### config.mk
export PLATFORM = sky130hd
export DESIGN_NAME = ps2_mouse_packetizer_flat
export DESIGN_NICKNAME = d
export VERILOG_FILES = /design/src/rtl/ps2_mouse_packetizer_pkg.sv /design/src/rtl/ps2_mouse_packetizer_if.sv /design/src/rtl/ps2_mouse_packetizer_rx_byte.sv /design/src/rtl/ps2_mouse_packetizer.sv /design/src/flat_wrapper.sv
export SDC_FILE = /design/constraint.sdc
export NUM_CORES = 1
export LEC_CHECK = 0
export ABC_AREA = 1
export BUFFER_PORTS_ARGS = -buffer_cell sky130_fd_sc_hd__buf_2
export CAP_MARGIN = 20
export CORE_MARGIN = 3
export CORE_UTILIZATION = 50
export DETAILED_ROUTE_END_ITERATION = 12
export PLACE_DENSITY = 0.79
export SETUP_SLACK_MARGIN = 0.15
export SYNTH_ARGS = -nofsm -noshare
export SYNTH_HDL_FRONTEND = slang
export SYNTH_HIERARCHICAL = 1
export SYNTH_SLANG_ARGS = --single-unit
### constraint.sdc
create_clock -name clk_sys -period 2.1 [get_ports clk_sys]
set_clock_uncertainty 0.15 [all_clocks]
set_input_delay 0.315 -clock clk_sys [delete_from_list [all_inputs] [get_ports clk_sys]]
set_output_delay 0.315 -clock clk_sys [all_outputs]
set_load 0.02 [all_outputs]
### src/rtl/ps2_mouse_packetizer_pkg.sv
// Shared types, frame constants and bus layout for the PS/2 mouse packetizer.
package ps2_mouse_pkg;

    // Packet assembly state, one state per expected byte
    typedef enum logic [1:0] {
        WAIT_B0 = 2'd0,
        WAIT_B1 = 2'd1,
        WAIT_B2 = 2'd2
    } pkt_state_t;

    // PS/2 frame layout: start, 8 data bits LSB first, odd parity, stop
    localparam int unsigned FRAME_BITS  = 11;
    localparam int unsigned PARITY_BIT  = 9;
    localparam int unsigned LAST_BIT    = FRAME_BITS - 1;
    localparam logic        START_LEVEL = 1'b0;
    localparam logic        STOP_LEVEL  = 1'b1;

    // Status byte bit positions
    localparam int unsigned SYNC_BIT = 3;
    localparam int unsigned XSIGN    = 4;
    localparam int unsigned YSIGN    = 5;
    localparam int unsigned XOVF     = 6;
    localparam int unsigned YOVF     = 7;

    // ps2_mouse bus field offsets
    localparam int unsigned STATUS_LSB = 0;
    localparam int unsigned DX_LSB     = 8;
    localparam int unsigned DY_LSB     = 16;
    localparam int unsigned TOGGLE     = 24;
    localparam int unsigned MOUSE_W    = 25;

    // Clamp a 9-bit {sign,delta} movement to its extreme when the overflow flag is set
    function automatic logic [7:0] sat_delta(input logic ovf, input logic sign, input logic [7:0] raw);
        if (!ovf) begin
            return raw;
        end
        return sign ? 8'h00 : 8'hFF;
    endfunction

endpackage

### src/rtl/ps2_mouse_packetizer_if.sv
// PS/2 pin inputs and packetized mouse bus outputs of the packetizer.
interface ps2_mouse_packetizer_if;
    import ps2_mouse_pkg::*;

    logic                 ps2_clk;
    logic                 ps2_data;
    logic [MOUSE_W-1:0]   ps2_mouse;
    logic                 frame_err;
    logic                 sync_err;

    // Board/pin side: drives the PS/2 lines, observes the packet bus
    modport master (
        output ps2_clk,
        output ps2_data,
        input  ps2_mouse,
        input  frame_err,
        input  sync_err
    );

    // Packetizer side
    modport slave (
        input  ps2_clk,
        input  ps2_data,
        output ps2_mouse,
        output frame_err,
        output sync_err
    );

endinterface

### src/rtl/ps2_mouse_packetizer_rx_byte.sv
// PS/2 byte receiver: pin synchronizers, clock glitch filter, 11-bit framing,
// odd-parity check and mid-frame bit timeout.
module ps2_rx_byte
    import ps2_mouse_pkg::*;
#(
    parameter int unsigned FILTER_LEN  = 8,
    parameter int unsigned BIT_TIMEOUT = 10000
) (
    input  logic       i_clk_sys,
    input  logic       i_reset,
    input  logic       i_ps2_clk,
    input  logic       i_ps2_data,
    output logic       o_byte_valid,
    output logic [7:0] o_byte,
    output logic       o_frame_err
);

    localparam int unsigned FW = $clog2(FILTER_LEN + 1);
    localparam int unsigned TW = $clog2(BIT_TIMEOUT + 1);
    localparam int unsigned CW = $clog2(FRAME_BITS);

    logic          r_clk_s1, r_clk_s2, r_dat_s1, r_dat_s2;
    logic          r_clk_f, r_clk_f_d;
    logic [FW-1:0] r_filt_cnt;
    logic [CW-1:0] r_bit_cnt;
    logic [TW-1:0] r_timer;
    logic [7:0]    r_shift;
    logic          r_start, r_parity;
    logic          r_byte_valid, r_frame_err;
    logic [7:0]    r_byte;
    logic          w_fall;

    // Two-flop synchronizers; lines idle high
    always_ff @(posedge i_clk_sys or posedge i_reset) begin
        if (i_reset) begin
            r_clk_s1 <= 1'b1;
            r_clk_s2 <= 1'b1;
            r_dat_s1 <= 1'b1;
            r_dat_s2 <= 1'b1;
        end else begin
            r_clk_s1 <= i_ps2_clk;
            r_clk_s2 <= r_clk_s1;
            r_dat_s1 <= i_ps2_data;
            r_dat_s2 <= r_dat_s1;
        end
    end

    // Filtered clock follows the pin only after FILTER_LEN consecutive opposite samples
    always_ff @(posedge i_clk_sys or posedge i_reset) begin
        if (i_reset) begin
            r_clk_f    <= 1'b1;
            r_clk_f_d  <= 1'b1;
            r_filt_cnt <= '0;
        end else begin
            r_clk_f_d <= r_clk_f;
            if (r_clk_s2 == r_clk_f) begin
                r_filt_cnt <= '0;
            end else if (r_filt_cnt == FW'(FILTER_LEN - 1)) begin
                r_clk_f    <= r_clk_s2;
                r_filt_cnt <= '0;
            end else begin
                r_filt_cnt <= r_filt_cnt + 1'b1;
            end
        end
    end

    assign w_fall = r_clk_f_d & ~r_clk_f;

    // Frame shifter, end-of-frame validation and bit timeout
    always_ff @(posedge i_clk_sys or posedge i_reset) begin
        if (i_reset) begin
            r_bit_cnt    <= '0;
            r_timer      <= '0;
            r_shift      <= '0;
            r_start      <= 1'b0;
            r_parity     <= 1'b0;
            r_byte_valid <= 1'b0;
            r_frame_err  <= 1'b0;
            r_byte       <= '0;
        end else begin
            r_byte_valid <= 1'b0;
            r_frame_err  <= 1'b0;
            if (w_fall) begin
                r_timer <= '0;
                if (r_bit_cnt == CW'(LAST_BIT)) begin
                    r_bit_cnt <= '0;
                    if ((r_start == START_LEVEL) && (^{r_shift, r_parity}) && (r_dat_s2 == STOP_LEVEL)) begin
                        r_byte_valid <= 1'b1;
                        r_byte       <= r_shift;
                    end else begin
                        r_frame_err <= 1'b1;
                    end
                end else begin
                    r_bit_cnt <= r_bit_cnt + 1'b1;
                    if (r_bit_cnt == '0) begin
                        r_start <= r_dat_s2;
                    end else if (r_bit_cnt == CW'(PARITY_BIT)) begin
                        r_parity <= r_dat_s2;
                    end else begin
                        r_shift <= {r_dat_s2, r_shift[7:1]};
                    end
                end
            end else if (r_bit_cnt != '0) begin
                if (r_timer == TW'(BIT_TIMEOUT - 1)) begin
                    r_frame_err <= 1'b1;
                    r_bit_cnt   <= '0;
                    r_timer     <= '0;
                end else begin
                    r_timer <= r_timer + 1'b1;
                end
            end else begin
                r_timer <= '0;
            end
        end
    end

    assign o_byte_valid = r_byte_valid;
    assign o_byte       = r_byte;
    assign o_frame_err  = r_frame_err;

endmodule

### src/rtl/ps2_mouse_packetizer.sv
// Assembles received PS/2 bytes into 3-byte mouse packets on the toggle-strobed bus.
module ps2_mouse_packetizer
    import ps2_mouse_pkg::*;
#(
    parameter int unsigned FILTER_LEN  = 8,
    parameter int unsigned BIT_TIMEOUT = 10000,
    parameter int unsigned PKT_TIMEOUT = 1000000
) (
    input  logic                   clk_sys,
    input  logic                   reset,
    ps2_mouse_packetizer_if.slave  bus
);

    localparam int unsigned PW = $clog2(PKT_TIMEOUT + 1);

    logic               w_byte_valid;
    logic [7:0]         w_byte;
    logic               w_frame_err;

    pkt_state_t         r_state;
    logic [7:0]         r_b0, r_b1;
    logic [PW-1:0]      r_pkt_timer;
    logic [MOUSE_W-1:0] r_mouse;
    logic               r_sync_err;

    ps2_rx_byte #(
        .FILTER_LEN  (FILTER_LEN),
        .BIT_TIMEOUT (BIT_TIMEOUT)
    ) u_rx (
        .i_clk_sys    (clk_sys),
        .i_reset      (reset),
        .i_ps2_clk    (bus.ps2_clk),
        .i_ps2_data   (bus.ps2_data),
        .o_byte_valid (w_byte_valid),
        .o_byte       (w_byte),
        .o_frame_err  (w_frame_err)
    );

    // Packet FSM with resync on frame error / packet timeout and registered commit
    always_ff @(posedge clk_sys or posedge reset) begin
        if (reset) begin
            r_state     <= WAIT_B0;
            r_b0        <= '0;
            r_b1        <= '0;
            r_pkt_timer <= '0;
            r_mouse     <= '0;
            r_sync_err  <= 1'b0;
        end else begin
            r_sync_err <= 1'b0;
            case (r_state)
                WAIT_B0: begin
                    r_pkt_timer <= '0;
                    if (w_byte_valid) begin
                        if (w_byte[SYNC_BIT]) begin
                            r_b0    <= w_byte;
                            r_state <= WAIT_B1;
                        end else begin
                            r_sync_err <= 1'b1;
                        end
                    end
                end
                WAIT_B1, WAIT_B2: begin
                    if (w_byte_valid) begin
                        r_pkt_timer <= '0;
                        if (r_state == WAIT_B1) begin
                            r_b1    <= w_byte;
                            r_state <= WAIT_B2;
                        end else begin
                            r_mouse <= {~r_mouse[TOGGLE],
                                        sat_delta(r_b0[YOVF], r_b0[YSIGN], w_byte),
                                        sat_delta(r_b0[XOVF], r_b0[XSIGN], r_b1),
                                        r_b0};
                            r_state <= WAIT_B0;
                        end
                    end else if (w_frame_err || (r_pkt_timer == PW'(PKT_TIMEOUT - 1))) begin
                        r_pkt_timer <= '0;
                        r_state     <= WAIT_B0;
                    end else begin
                        r_pkt_timer <= r_pkt_timer + 1'b1;
                    end
                end
                default: begin
                    r_pkt_timer <= '0;
                    r_state     <= WAIT_B0;
                end
            endcase
        end
    end

    assign bus.ps2_mouse = r_mouse;
    assign bus.frame_err = w_frame_err;
    assign bus.sync_err  = r_sync_err;

endmodule

### src/flat_wrapper.sv
// flat-port wrapper written by rule: the top's interface ports become plain ports
module ps2_mouse_packetizer_flat import ps2_mouse_pkg::*;
#(
    parameter int unsigned FILTER_LEN  = 8,
    parameter int unsigned BIT_TIMEOUT = 10000,
    parameter int unsigned PKT_TIMEOUT = 1000000
)
  (clk_sys, reset, bus_ps2_clk, bus_ps2_data, bus_ps2_mouse, bus_frame_err, bus_sync_err);
  ps2_mouse_packetizer_if bus_i ();
  input  logic clk_sys;
  input  logic reset;
  input wire logic [$bits(bus_i.ps2_clk)-1:0] bus_ps2_clk;
  input wire logic [$bits(bus_i.ps2_data)-1:0] bus_ps2_data;
  output wire logic [$bits(bus_i.ps2_mouse)-1:0] bus_ps2_mouse;
  output wire logic [$bits(bus_i.frame_err)-1:0] bus_frame_err;
  output wire logic [$bits(bus_i.sync_err)-1:0] bus_sync_err;
  assign bus_i.ps2_clk = bus_ps2_clk;
  assign bus_i.ps2_data = bus_ps2_data;
  assign bus_ps2_mouse = bus_i.ps2_mouse;
  assign bus_frame_err = bus_i.frame_err;
  assign bus_sync_err = bus_i.sync_err;
  ps2_mouse_packetizer #(.FILTER_LEN(FILTER_LEN), .BIT_TIMEOUT(BIT_TIMEOUT), .PKT_TIMEOUT(PKT_TIMEOUT)) u_core (.clk_sys(clk_sys), .reset(reset), .bus(bus_i));
endmodule
==> flow_metrics.env <==
export IMPL_outcome="completed"
export IMPL_final_instance_count_excl_fill=775
export IMPL_tightest_slew_ps=565
export IMPL_max_slew_margin_rel_pct=62.2
export IMPL_hold_violations=0
export IMPL_worstHoldPathType="flip-flop to flip-flop"
export IMPL_dp_cells=756
export IMPL_start_kind="flip-flop"
export IMPL_rsz0062_at_grt="false"
export IMPL_yosysSeqAreaShare_pct=54.9
export IMPL_crit_family="flip-flops"
export IMPL_yosysWarnings=6
export IMPL_synth_edff_count=0
export IMPL_min_period_over_period_pct=86.2
export IMPL_slowest_stage="dfstp_2"
export IMPL_finalSetupTns_ps=0
export IMPL_num_rows=36
export IMPL_placed_cell_area_sq_mm=0.00545
export IMPL_grt_pass1_vias=3769
export IMPL_ys_flop_type="dfrtp_1"
export IMPL_worstSetupPathType="flip-flop to flip-flop"
export IMPL_core_sq_mm=0.00986
export IMPL_peakVddDrop_mv=0.652
export IMPL_dieHeight_um=107
export IMPL_postLayoutCellArea_sq_mm=0.00569
export IMPL_synth_seq_cells=112
export IMPL_yosys_top_cells_area="dfrtp_1 52%, nand2_1 13%, nor2_1 4.9%"
export IMPL_hold_worst_slack_ps=215
export IMPL_power_leakage_nw=2.76
export IMPL_power_density_mw_per_mm2=768
export IMPL_fmax_ghz=0.552
export IMPL_synth_largest_area_cell="dfrtp_1"
export IMPL_clock_latency_ps=370
export IMPL_synth_cells=594
export IMPL_final_min_clock_period_ps=1810
export IMPL_synth_simple_area_share_pct=29.0
export IMPL_grt_antenna_before_repair=0
export IMPL_viasPerCell=5.06
export IMPL_final_nets=646
export IMPL_grt_pass1_wl_mm=16.7
export IMPL_worst_path_max_fanout=15
export IMPL_gp_congestion=0.961
export IMPL_avgRoutedWirePerCell_um=12.4
export IMPL_final_core_utilization_pct=57.7
export IMPL_diodes=0
export IMPL_area_growth_pct=11.2
export IMPL_dp_hpwl_mm=7.15
export IMPL_finalSetupViolCount=0
export IMPL_first_iter_violations=169
export IMPL_cts_root_buf="clkbuf_8"
export IMPL_syn_area_per_cell_sq_um=8.62
export IMPL_end_kind="flip-flop"
export IMPL_synth_compound_area_share_pct=5.33
export IMPL_numCtsBuffers=9
export IMPL_cp_cell_sequence="inv_1, nor2_4, inv_2, nor2_4, nand2_2, mux2_4"
export IMPL_pin_count=31
export IMPL_vias=3922
export IMPL_cts_max_level=3
export IMPL_design_die_area_sq_mm=0.0115
export IMPL_start_util_pct=51.9
export IMPL_final_common_cell="nand2_1"
export IMPL_drv_cap=0
export IMPL_critPathBufInv=2
export IMPL_power_total_mw=4.37
export IMPL_final_antenna_net_count=0
export IMPL_drc=0
export IMPL_synth_top_area_share_pct=51.8
export IMPL_worstPathRequired_ps=2210
export IMPL_grt_usage_pct=18.0
export IMPL_dp_slack_ps=254
export IMPL_regArea_sq_mm=0.00281
export IMPL_globalRoute_totalOverflow=0
export IMPL_die_w_um=107
export IMPL_synth_cell_types=38
export IMPL_synth_fa_ha_area_share_pct=1.22
export IMPL_port_buffer_count=30
export IMPL_syn_cell_area_sq_mm=0.00512
export IMPL_cpMostUsedCell="nor2_4"
export IMPL_dr_pass1_iters=4
export IMPL_cts_sinks=112
export IMPL_drt_wl_total_mm=9.61
export IMPL_arrival_ps=1920
export IMPL_slew_viol_final=0
export IMPL_cts_tree="built"
export IMPL_synth_area_mux_share_pct=0.513
export IMPL_synth_top_family_by_area="simple AND/OR/NAND/NOR gates"
export IMPL_syn_nets=603
export IMPL_fill_cells=856
export IMPL_critPathMaxStageDelay_ps=520
export IMPL_grt_max_degree=49
export IMPL_clkTransAtPathRegs_ps=90
export IMPL_synth_xor_area_share_pct=3.08
export IMPL_post_cts_buffers=0
export IMPL_multi_input_area_sq_mm=0.00201
export IMPL_synthArstFlopShare_pct=100
export IMPL_setup_ws_ps=289
export IMPL_cts_max_path_buffers=2
export IMPL_final_cell_mix="179 x nand2_1, 106 x dfrtp_1, 67 x nor2_1, 57 x inv_1, 35 x nand3_1"
export IMPL_layout_drive_gt1_share_pct=15.0
[registers in the layout, summed over array words and instances (netlist names), 2 cells and up]
signal,count
u_core/u_rx/o_byte,8
u_core/bus.ps2_mouse,25
u_core/u_rx/r_filt_cnt,4
u_core/r_pkt_timer,20
u_core/u_rx/r_timer,14
u_core/u_rx/r_shift,8
u_core/r_b0,8
u_core/r_b1,8
u_core/u_rx/r_bit_cnt,4
u_core/r_state,2
[what timing repair did]
item                       4_1_cts  5_1_grt
hold buffers                     3        0
setup endpoints to repair        0       14
gates resized for setup          0        3
hold endpoints to repair        67        0
[worst register-to-register path: cells and delay by family (launching register included)]
kind	cells	cell delay [ps]
buffers and inverters	2	190
flip-flops	1	520
multiplexers	1	340
AND/OR/NAND/NOR	3	500
[cells in the mapped netlist (2+ instances only)]
library cell and instances:
xnor2_1 3, nor3_2 2, nor2_1 67, buf_4 2
o211ai_1 9, clkbuf_1 2, nor3_1 6, inv_2 9
o21ai_0 22, nor2_4 4, nand2_2 8, dfstp_2 6
o21bai_1 2, dfrtp_1 106, nand3_1 35, a31oi_1 2
a21oi_1 3, ha_1 5, nand2_1 179, o21ai_1 9
inv_1 60, buf_2 2, xor2_1 15, nor2_2 7
nand4_1 16
[metal layers]
metal / track usage (%) / share of wire [%] / vias to the layer above
met5: 0 / 0 / -
met4: 6.12 / 1.3 / 0
met3: 4.52 / 3.4 / 14
met2: 30.2 / 49 / 64
met1: 22.9 / 46 / 1865
li1: - / - / 1979
[final timing paths]
check | from | end | slack [ps] | depth (start not counted)
setup / recovery | u_core/u_rx/r_clk_f_d | u_core/u_rx/r_shift[0] | 290 | 6
hold / removal | u_core/u_rx/r_clk_s1 | u_core/u_rx/r_clk_s2 | 210 | 0
setup reg to reg | u_core/u_rx/r_clk_f_d | u_core/u_rx/r_shift[0] | 290 | 6
hold reg to reg | u_core/u_rx/r_clk_s1 | u_core/u_rx/r_clk_s2 | 210 | 0
max in group asynchronous | reset | u_core/r_pkt_timer[12] | 860 | 4
min in group asynchronous | reset | u_core/r_pkt_timer[0] | 410 | 3
[kinds of logic after synthesis]
| kind of cell | after synthesis |
|---|---|
| buffers and inverters | 76 |
| XOR/XNOR | 18 |
| adder cells (fa/ha/maj) | 5 |
| AND/OR/NAND/NOR | 333 |
| AO/OA/AOI/OAI | 48 |
| flip-flops | 112 |
| multiplexers | 2 |
[where the power goes]
group | switching (mW) | internal [mW]
Combinational | 0.477 | 0.214
Clock | 0.678 | 0.617
Sequential | 0.104 | 2.28
Total | 1.26 | 3.11
[layout make-up]
cell class                 count  area share, %
clock inverter                 4          0.923
clock buffer                  12           2.73
timing repair buffer          39           4.18
tap                          133           2.92
inverter                      69           4.66
sequential                   112           49.4
multi-input combinational    406           35.2
No activity file was read; power rests on OpenSTA's default activity.
